==> src/rtl/free_list_if.sv <==
// Handshake bundle between dispatch/retire/branch logic and the free list.
// The master side drives requests; the slave side (free_list) returns tags and status.
interface free_list_if #(
  parameter int NUM_PREGS = 64,
  parameter int PW        = $clog2(NUM_PREGS)
);
  logic          dequeue_en;
  logic [PW-1:0] dequeue_pr;
  logic          dequeue_valid;
  logic          enqueue_en;
  logic [PW-1:0] enqueue_pr;
  logic [PW:0]   head_ckpt;
  logic          rollback_en;
  logic [PW:0]   rollback_head;
  logic [PW:0]   count;
  logic          empty;
  logic          full;
  logic          overflow;

  modport master (
    output dequeue_en, enqueue_en, enqueue_pr, rollback_en, rollback_head,
    input  dequeue_pr, dequeue_valid, head_ckpt, count, empty, full, overflow
  );

  modport slave (
    input  dequeue_en, enqueue_en, enqueue_pr, rollback_en, rollback_head,
    output dequeue_pr, dequeue_valid, head_ckpt, count, empty, full, overflow
  );
endinterface

==> src/rtl/free_list.sv <==
// Circular FIFO of free physical register tags: one allocate and one free per
// cycle, with head-pointer rollback for branch mispredict recovery.
module free_list #(
  parameter int NUM_PREGS = 64,
  parameter int NUM_AREGS = 32
) (
  input  logic          clock,
  input  logic          reset,
  free_list_if.slave    fl
);
  localparam int          PW       = $clog2(NUM_PREGS);
  localparam int          NUM_FREE = NUM_PREGS - NUM_AREGS;
  localparam logic [PW:0] FULL_CNT = (PW+1)'(NUM_PREGS);
  localparam logic [PW:0] TAIL_RST = (PW+1)'(NUM_FREE);

  logic [PW-1:0] r_buf [NUM_PREGS];
  logic [PW:0]   r_head;
  logic [PW:0]   r_tail;
  logic          r_ovf;

  logic [PW:0]   w_count;
  logic          w_empty;
  logic          w_full;
  logic          w_deq;
  logic          w_enq_req;
  logic          w_enq;
  logic          w_drop;

  // Wrap bit makes tail-head unambiguous: 0 is empty, NUM_PREGS is full.
  assign w_count   = r_tail - r_head;
  assign w_empty   = (w_count == '0);
  assign w_full    = (w_count == FULL_CNT);

  assign w_deq     = fl.dequeue_en & ~w_empty;
  assign w_enq_req = fl.enqueue_en & (fl.enqueue_pr != '0);
  assign w_enq     = w_enq_req & ~w_full;
  assign w_drop    = w_enq_req & w_full;

  always_ff @(posedge clock) begin
    if (reset) begin
      for (int i = 0; i < NUM_PREGS; i++)
        r_buf[i] <= (i < NUM_FREE) ? PW'(NUM_AREGS + i) : '0;
      r_head <= '0;
      r_tail <= TAIL_RST;
      r_ovf  <= 1'b0;
    end else begin
      // Rollback wins over a same-cycle dequeue; retired tags still land at tail.
      if (fl.rollback_en)
        r_head <= fl.rollback_head;
      else if (w_deq)
        r_head <= r_head + 1'b1;
      if (w_enq) begin
        r_buf[r_tail[PW-1:0]] <= fl.enqueue_pr;
        r_tail                <= r_tail + 1'b1;
      end
      if (w_drop)
        r_ovf <= 1'b1;
    end
  end

  assign fl.dequeue_pr    = r_buf[r_head[PW-1:0]];
  assign fl.dequeue_valid = ~w_empty;
  assign fl.head_ckpt     = r_head;
  assign fl.count         = w_count;
  assign fl.empty         = w_empty;
  assign fl.full          = w_full;
  assign fl.overflow      = r_ovf;
endmodule

==> src/flat_wrapper.sv <==
// flat-port wrapper written by rule: the top's interface ports become plain ports
module free_list_flat 
#(
  parameter int NUM_PREGS = 64,
  parameter int NUM_AREGS = 32
)
  (clock, reset, fl_dequeue_en, fl_enqueue_en, fl_enqueue_pr, fl_rollback_en, fl_rollback_head, fl_dequeue_pr, fl_dequeue_valid, fl_head_ckpt, fl_count, fl_empty, fl_full, fl_overflow);
  free_list_if #(.NUM_PREGS(NUM_PREGS)) fl_i ();
  input  logic clock;
  input  logic reset;
  input wire logic [$bits(fl_i.dequeue_en)-1:0] fl_dequeue_en;
  input wire logic [$bits(fl_i.enqueue_en)-1:0] fl_enqueue_en;
  input wire logic [$bits(fl_i.enqueue_pr)-1:0] fl_enqueue_pr;
  input wire logic [$bits(fl_i.rollback_en)-1:0] fl_rollback_en;
  input wire logic [$bits(fl_i.rollback_head)-1:0] fl_rollback_head;
  output wire logic [$bits(fl_i.dequeue_pr)-1:0] fl_dequeue_pr;
  output wire logic [$bits(fl_i.dequeue_valid)-1:0] fl_dequeue_valid;
  output wire logic [$bits(fl_i.head_ckpt)-1:0] fl_head_ckpt;
  output wire logic [$bits(fl_i.count)-1:0] fl_count;
  output wire logic [$bits(fl_i.empty)-1:0] fl_empty;
  output wire logic [$bits(fl_i.full)-1:0] fl_full;
  output wire logic [$bits(fl_i.overflow)-1:0] fl_overflow;
  assign fl_i.dequeue_en = fl_dequeue_en;
  assign fl_i.enqueue_en = fl_enqueue_en;
  assign fl_i.enqueue_pr = fl_enqueue_pr;
  assign fl_i.rollback_en = fl_rollback_en;
  assign fl_i.rollback_head = fl_rollback_head;
  assign fl_dequeue_pr = fl_i.dequeue_pr;
  assign fl_dequeue_valid = fl_i.dequeue_valid;
  assign fl_head_ckpt = fl_i.head_ckpt;
  assign fl_count = fl_i.count;
  assign fl_empty = fl_i.empty;
  assign fl_full = fl_i.full;
  assign fl_overflow = fl_i.overflow;
  free_list #(.NUM_PREGS(NUM_PREGS), .NUM_AREGS(NUM_AREGS)) u_core (.clock(clock), .reset(reset), .fl(fl_i));
endmodule
==> config.mk <==
export PLATFORM = sky130hd
export DESIGN_NAME = free_list_flat
export DESIGN_NICKNAME = d
export VERILOG_FILES = /design/src/rtl/free_list_if.sv /design/src/rtl/free_list.sv /design/src/flat_wrapper.sv
export SDC_FILE = /design/constraint.sdc
export NUM_CORES = 1
export LEC_CHECK = 0
export BUFFER_PORTS_ARGS = -buffer_cell sky130_fd_sc_hd__buf_2
export CAP_MARGIN = 20
export CORE_ASPECT_RATIO = 1.1
export CORE_MARGIN = 1.5
export CORE_UTILIZATION = 51
export DETAILED_ROUTE_END_ITERATION = 10
export GPL_ROUTABILITY_DRIVEN = 0
export HOLD_SLACK_MARGIN = 0.08
export PLACE_DENSITY = 0.78
export SETUP_SLACK_MARGIN = 0.1
export SLEW_MARGIN = 20
export SYNTH_ARGS = -nofsm -noshare
export SYNTH_HDL_FRONTEND = slang
export SYNTH_SLANG_ARGS = --single-unit
==> constraint.sdc <==
create_clock -name clock -period 3.31 [get_ports clock]
set_input_delay 0.8275 -clock clock [delete_from_list [all_inputs] [get_ports clock]]
set_output_delay 0.8275 -clock clock [all_outputs]
set_load 0.02 [all_outputs]
==> results of run 1 <==
## layout make-up
type                    count  area (um2)
multi-input cells         826        7172
clock inverters            24       274.0
diodes                      2       5.005
repair buffers            217        2212
fillers                  2381       12800
clock buffers              47        1049
inverters                  20       82.58
well taps                 487       609.3
flip-flops and latches    405       11970
## per-stage QoR
step / instances / hold WS (ns) / cell area, um2 / TNS [ns] / total power, mW
after floorplan: 1356 / 0.4876 / 18800 / 0 / 6.651
after global placement: 1878 / 0.4869 / 20150 / -0.003792 / 7.094
after detailed placement: 1878 / 0.4744 / 20150 / -0.5035 / 7.134
after CTS: 1995 / 0.5024 / 22460 / -4.070 / 11.97
after global routing: 2027 / 0.5410 / 23370 / -5.065 / 12.43
final: 2028 / 0.5063 / 23370 / -4.692 / 12.18
## per-layer routing
metal	track usage [%]	vias up	share of wire, %
met2	50.99	1282	49
met4	19.67	0	8.0
met5	0	-	0
met3	6.148	333	12
li1	-	5399	-
met1	36.42	6680	31
## state kept, by name (all words and copies together), names as in the netlist, named ones only
signal	flops
u_core.r_buf	384
u_core.fl.head_ckpt	7
u_core.r_tail	7
u_core.fl.overflow	1
## power breakdown
part           internal [mW]  total (mW)  switching, mW  leakage (nW)
clock                   2.74        4.73           1.99         0.636
sequential              5.73        5.80         0.0724          3.74
combinational          0.768        1.66          0.888          3.21
## timing repair
item / in CTS / in global routing
pin swaps: 37 / 16
cloned: 5 / 8
endpoints found under the hold margin: 0 / 0
gates resized for setup: 133 / 99
buffers inserted: 42 / 25
setup endpoints to repair: 358 / 506
## worst paths after layout
path	start	endpoint	slack, ns	cells after the start
setup / recovery	flip-flop	fl_dequeue_pr[1]	-0.66	10
hold / removal	u_core.fl.overflow	u_core.fl.overflow	0.51	2
hold reg to reg	u_core.fl.overflow	u_core.fl.overflow	0.51	2
setup reg to reg	u_core.r_tail[0]	u_core.r_buf[40][4]	0.08	15
## cells in the final DEF, fill, tap and decap left out, types with 8 or more instances in the layout
cell,n
clkbuf_16,47
inv_1,14
buf_12,25
a21o_4,17
mux4_2,121
dfxtp_1,14
a31o_4,32
a21oi_1,8
buf_2,32
nand2_1,149
a21o_1,8
nand3_1,13
nor2_4,14
clkinv_1,9
nor2_2,13
buf_6,24
nor3_1,9
nor2_1,287
or3_1,16
edfxtp_1,384
and3_1,12
buf_4,121
o21ai_0,8
## tightest hold or removal path, cell delays in order, from the launching register on
cell and delay, ns:
dfxtp_1 0.34, a21oi_1 0.05, nor2_1 0.08
## cells by family after synthesis
kind of cell / Yosys count
xor+xnor: 5
flops: 405
compound gates: 125
buf+inv: 125
simple gates: 558
mux: 129
fa+ha+maj: 9
==> flow_summary.toml, run 1 <==
[status]
status = "finished with violations"
violations = "setup timing"

[flow_run]
cap_violations = 0

[floorplan]
dieArea_um2 = 37980
initial_core_util_pct = 51.91
row_count = 73
fp.coreArea_um2 = 36170
io_pins = 42
die_w_um = 185.9
dieHeight_um = 204.2

[critical_path]
start_kind = "flip-flop"
cp.buffers_inverters = 5
critPathArrivalTime_ns = 3.15
crit_family = "multiplexers"
worstPathMaxFanout = 7
cp_slowest_cell = "mux4_2"
slowest_delay_ns = 0.50
critPathKind = "reg -> out"
path_cells = "buf_12 -> buf_12 -> buf_16 -> mux4_2 -> mux4_2 -> nor2b_4 -> a211oi_2 -> buf_4 -> a21oi_1 -> buf_4"
end_kind = "primary output"
crit_required_ns = 2.48

[synthesis]
async_reset_ff_share_pct = 0
synth_top_family_by_area = "multiplexers"
syn_area_um2 = 18780
avgSynthCellArea_um2 = 13.85
syn_nets = 1383
synth_top_area_share_pct = 61.42
synth-xor-area-share_pct = 0.2332
synth_edf_count = 384
synth_simple_gate_area_share_pct = 12.43
synthTopCellsByArea = "edfxtp_1, mux4_2, nor2_1"
yosysTopAreaCell = "edfxtp_1"
ys_seq_elements = 405
synth_common_cells = "edfxtp_1, nor2_1, nand2_1, mux4_2, clkbuf_1"
synth_compound_area_share_pct = 5.231
seq_area_frac_synth_pct = 63.65
synth_fa_ha_area_share_pct = 0.6397
yosysMostFrequentCell = "edfxtp_1"
ys.flop_type = "edfxtp_1"
yosys_warnings = 0
syn_inst = 1356
muxShareOfSynthArea_pct = 14.95
ys_types = 59

[drt]
drtPass1Iterations = 6
avgViaCountPerCell = 6.752
postRouteWirelength_um = 60010
wl_per_cell_um = 29.59
vias = 13690
drc = 0
drtIter0Drc = 2128
ant_nets = 0

[timing]
maxSlewHeadroom_pct = 15.34
fin_crit_sh_pct = 120.0
fin_crit_ns = 3.973
timing.fmax_mhz = 251.7
slew_violations = 0
worstMarginPinSlew_ns = 1.265
finalHoldViolCount = 0
setup_viol = 11
setup_ws_ns = -0.6627
rsz0062_at_grt = "yes"
skew_ns = 0.02505

[cts]
clock_latency_ns = 0.55
cts_root_buf = "clkbuf_16"
cts_made_buffers = 41
holdBufCountCts = 0
cts_tree = "yes"
cts_sinks = 405
path_clk_slew_ns = 0.07
cts_max_path_buffers = 3
htreeDepth = 2

[worst_hold_path]
holdCritPathClass = "reg -> reg"

[placement]
numPortBuffers = 41
pre_cts_ws_ns = -0.08258
detailed_place_hpwl_um = 35410

[global_routing]
first_global_vias = 13400
antenna_found_initial = 1
grt_max_degree = 71
grt_pass1_wl_um = 83700
grt_overflow = 0
grt_util_all_layers_pct = 30.67

[cells_and_area]
syn2layout_area_growth_pct = 24.46
layout.nets = 1538
drive_gt1_share_pct = 35.28
final_core_util_pct = 64.61

[power]
max-vdd-ir-drop_mv = 0.3477
leakage_nw = 7.595
p_per_area_nw_per_um2 = 521.4
Power figures use the tool's default switching activity.
==> inputs of run 2 (changes only) <==
Settings changed: CORE_ASPECT_RATIO 1.1 to 0.8.
==> run 2 against run 1 <==
The run still ends with setup timing left. Setup slack improved by 0.14 ns. Sequential share of layout area increased by 1.9 points. Flip-flop and latch count unchanged. Clock power decreased by 10%. Die area about the same. Critical path type unchanged. Highest routed layer is now met5.
==> flow_summary.toml, run 2 (synthesized netlist as in run 1, its figures left out) <==
[cts]
cts_root_buf = "clkbuf_16"
clock_latency_ns = 0.55
htreeDepth = 2
cts_made_buffers = 41
cts_max_path_buffers = 3
cts_tree = "yes"
cts_sinks = 405
path_clk_slew_ns = 0.07

[cells_and_area]
final_common_cell = "edfxtp_1"
stdcell_area_um2 = 22540
top_register = "u_core.r_buf"
largest_reg_flops = 384
syn2layout_area_growth_pct = 20.04
drive_gt1_share_pct = 30.85
layout_common_cells = "edfxtp_1, nor2_1, nand2_1"
layout.nets = 1489
final_cells = 1970
final_core_util_pct = 62.48

[timing]
fin_crit_ns = 3.838
hold_ws_ns = 0.5652
timing.fmax_mhz = 260.6
maxSlewHeadroom_pct = 6.680
finalHoldViolCount = 0
setup_ws_ns = -0.5275
slew_violations = 0
setup_viol = 10
fin_crit_sh_pct = 115.9
worstMarginPinSlew_ns = 1.395
rsz0062_at_grt = "yes"
skew_ns = 0.01793
tns_ns = -3.606

[status]
status = "finished with violations"
violations = "setup timing"

[critical_path]
end_kind = "primary output"
crit_top_cell = "mux4_2"
path_cells = "buf_12 -> buf_8 -> buf_16 -> mux4_2 -> mux4_2 -> mux2i_1 -> buf_4 -> a21oi_4 -> buf_6"
critPathKind = "reg -> out"
slowest_delay_ns = 0.57
cp_slowest_cell = "mux4_2"
reg2reg_to = "u_core.r_buf[23][4]"
start_kind = "flip-flop"
crit_required_ns = 2.48
r2r-start = "u_core.r_tail[0]"
critPathArrivalTime_ns = 3.01
rrSetupSlack_ns = 0.12
worstPathMaxFanout = 6
rr_worst_depth = 14

[flow_run]
cap_violations = 0

[power]
leakage_nw = 7.235
fin_total_pwr_mw = 11.62
p_per_area_nw_per_um2 = 515.5
max-vdd-ir-drop_mv = 0.5357

[worst_hold_path]
min_from = "u_core.r_tail[6]"
worstHoldEndpoint = "u_core.r_tail[6]"
hold_depth = 2
holdCritPathClass = "reg -> reg"

[floorplan]
dieArea_um2 = 37980
row_count = 62
initial_core_util_pct = 52.05
fp.coreArea_um2 = 36070
die_w_um = 217.5
io_pins = 42
dieHeight_um = 174.6

[placement]
pre_cts_ws_ns = 0.01037
dp_cells = 1859
numPortBuffers = 41
place_area_um2 = 20110
detailed_place_hpwl_um = 37210

[drt]
vias = 13500
drtPass1Iterations = 6
drc = 0
avgViaCountPerCell = 6.853
drtIter0Drc = 2275
postRouteWirelength_um = 59190
ant_nets = 0
wl_per_cell_um = 30.04

[global_routing]
grt_pass1_wl_um = 83690
first_global_vias = 12940
grt_max_degree = 71
antenna_found_initial = 3
grt_overflow = 0
grt_util_all_layers_pct = 30.40
[run 2: cell types whose count changed in the layout (fill, tap and decap cells not counted), sizes merged]
cell / change
inv: -2
bufinv: -6
clkinvlp: -1
buf: -47
clkbuf: +1
clkinv: +4
[run 2: where the power goes]
group / leakage [nW] / internal, mW / total [mW] / switching (mW)
clock network: 0.573 / 2.31 / 4.24 / 1.93
logic: 2.92 / 0.704 / 1.58 / 0.874
registers: 3.74 / 5.73 / 5.80 / 0.0703
[run 2: worst max path at each step]
stage	start	end	cells past startpoint
after floorplan	u_core.fl.head_ckpt[0]	fl_full	10
after global placement	u_core.r_tail[0]	u_core.r_buf[23][4]	13
after detailed placement	flip-flop	fl_dequeue_pr[3]	7
after CTS	flip-flop	fl_dequeue_pr[4]	7
after global routing	flip-flop	fl_dequeue_pr[2]	9
final	flip-flop	fl_dequeue_pr[2]	9
[run 2: layout make-up]
class	instances	area [um2]
tap	480	600.6
multi-input combinational	826	6925
clock inverter	19	98.84
timing repair buffer	168	1784
antenna	2	5.005
inverter	20	77.57
fill	2456	13530
clock buffer	50	1081
sequential	405	11970
[run 2: repair_timing]
item                       4_1_cts  5_1_grt
gates cloned                     6        4
gates resized for setup         56       96
setup buffers                   19       13
setup endpoints to repair      295      423
hold buffers                     0        0
pin swaps                       10        7
[run 2: per-layer routing]
| metal | vias to the layer above | share of wire, % | track usage [%] |
|---|---|---|---|
| li1 | 5297 | - | - |
| met1 | 6550 | 34 | 41.70 |
| met2 | 1413 | 45 | 44.93 |
| met3 | 236 | 17 | 10.23 |
| met4 | 4 | 4.8 | 12.18 |
| met5 | - | 0.088 | 0 |
[run 2: worst max-delay path: cells and delay by family (launching register included)]
family / cells / cell delay [ns]
buf+inv: 5 / 0.77
compound gates: 1 / 0.06
flops: 1 / 0.38
mux: 3 / 1.24
==> inputs of run 3 (changes only) <==
Settings changed: PLACE_DENSITY 0.78 to 0.7.
==> run 3 against run 2 <==
The run ends with capacitance limit, setup timing left. Global-route usage fell by 0.051 points. Total power rose by 1.1%. Register-to-register slack got worse by 0.16 ns. Final area rose by 2.3%. Critical path depth fell by 4. Final cell count rose by 1.8%. Largest cell class unchanged. Largest power group unchanged. Highest routed layer unchanged.
==> flow_summary.toml, run 3 (synthesized netlist as in run 1, its figures left out) <==
[critical_path]
r2r-start = "u_core.r_tail[0]"
crit_required_ns = 2.48
critPathArrivalTime_ns = 3.03
worstPathMaxFanout = 15
start_kind = "flip-flop"
critPathKind = "reg -> out"
end_kind = "primary output"
rr_worst_depth = 16
reg2reg_to = "u_core.r_buf[9][0]"
rrSetupSlack_ns = -0.04

[placement]
detailed_place_hpwl_um = 36160
numPortBuffers = 41
dp_cells = 1858

[cts]
path_clk_slew_ns = 0.07
cts_root_buf = "clkbuf_16"
clock_latency_ns = 0.57
cts_max_path_buffers = 3
cts_tree = "yes"
cts_made_buffers = 40
cts_sinks = 405
htreeDepth = 2

[drt]
vias = 13130
postRouteWirelength_um = 58340
drc = 0
ant_nets = 0
wl_per_cell_um = 29.08
avgViaCountPerCell = 6.544
drtPass1Iterations = 6
drtIter0Drc = 2184

[floorplan]
dieHeight_um = 174.6
fp.coreArea_um2 = 36070
initial_core_util_pct = 52.05
die_w_um = 217.5
io_pins = 42
row_count = 62
dieArea_um2 = 37980

[timing]
skew_ns = 0.02902
finalHoldViolCount = 0
maxSlewHeadroom_pct = 1.199
hold_ws_ns = 0.5120
fin_crit_sh_pct = 116.5
setup_ws_ns = -0.5449
rsz0062_at_grt = "yes"
timing.fmax_mhz = 259.4
fin_crit_ns = 3.855
slew_violations = 0
worstMarginPinSlew_ns = 1.477
setup_viol = 53

[global_routing]
first_global_vias = 12610
gr-usage-met1_pct = 43.31
use_met2_pct = 44.53
grt_util_all_layers_pct = 30.35
grt_busiest_layer = "met2"
grt_overflow = 0
grt_max_degree = 49
grtUsageMet3_pct = 9.730
grt_pass1_wl_um = 83020
antenna_found_initial = 4

[worst_hold_path]
min_from = "u_core.fl.overflow"
holdCritPathClass = "reg -> reg"
worstHoldEndpoint = "u_core.fl.overflow"
hold_depth = 2

[flow_run]
cap_violations = 1

[cells_and_area]
drive_gt1_share_pct = 33.25
final_common_cell = "edfxtp_1"
layout.nets = 1524
layout_common_cells = "edfxtp_1, nor2_1, nand2_1"
top_register = "u_core.r_buf"
largest_reg_flops = 384
final_cells = 2006
final_core_util_pct = 63.92
syn2layout_area_growth_pct = 22.81

[power]
p_per_area_nw_per_um2 = 509.2
fin_total_pwr_mw = 11.74
max-vdd-ir-drop_mv = 0.4300
leakage_nw = 7.472

[status]
status = "finished with violations"
violations = "capacitance limit, setup timing"
## run 3: cell count changes in the layout (fill, tap and decap cells not counted), sizes merged
| cell | previous run | this run |
|---|---|---|
| buf | 164 | 202 |
| bufinv | 0 | 2 |
| clkbuf | 54 | 51 |
| clkinvlp | 2 | 1 |
| diode | 2 | 1 |
| inv | 20 | 21 |
## run 3: how the worst max path moves through the flow
stage	from	slack [ns]	to	cells after the start
after detailed placement	flip-flop	0.007	fl_dequeue_pr[4]	5
after CTS	flip-flop	-0.53	fl_dequeue_pr[2]	8
final	flip-flop	-0.54	fl_dequeue_pr[4]	5
after global placement	flip-flop	0.02	fl_dequeue_pr[4]	5
after floorplan	u_core.fl.head_ckpt[0]	0.11	fl_full	10
after global routing	flip-flop	-0.58	fl_dequeue_pr[4]	5
## run 3: area by class of cell
cell class	instances	area [um2]
diodes	1	2.502
clock buffers	49	1076
clock inverters	21	151.4
fillers	2476	13010
inverters	20	91.34
multi-input cells	826	7067
flip-flops and latches	405	11960
well taps	480	600.6
repair buffers	204	2106
## run 3: critical path, cell delays in order (launching register included)
cell	delay, ns
dfxtp_4	0.44
buf_16	0.20
mux4_2	0.59
mux4_2	0.56
mux4_2	0.52
buf_6	0.15
## run 3: where the power goes
part           total, mW  internal [mW]  switching, mW
combinational       1.56          0.696          0.869
sequential          5.79           5.73         0.0607
clock               4.39           2.40           1.99
total               11.7           8.82           2.92
## run 3: routing by layer
layer | wire length (um) | part of all wire, % | up-vias
li1 | - | - | 5369
met5 | 27 | 0.046 | -
met3 | 8091 | 14 | 183
met2 | 25630 | 44 | 1014
met4 | 2311 | 4.0 | 4
met1 | 22270 | 38 | 6558
## run 3: what timing repair did
action                     in CTS  in global routing
pin swaps                      14                 27
resized for setup              88                116
buffers inserted               36                 34
hold buffers                    0                  0
setup endpoints to repair     307                495
gates cloned                    5                  4
## run 3: metrics by stage
stage | TNS [ns] | cell area (um2) | setup slack [ns]
floorplan | 0 | 18800 | 0.1072
global placement | 0 | 20110 | 0.02174
detailed placement | 0 | 20110 | 0.006813
CTS | -3.788 | 22140 | -0.5298
global route | -12.06 | 23060 | -0.5796
finish | -4.829 | 23060 | -0.5449
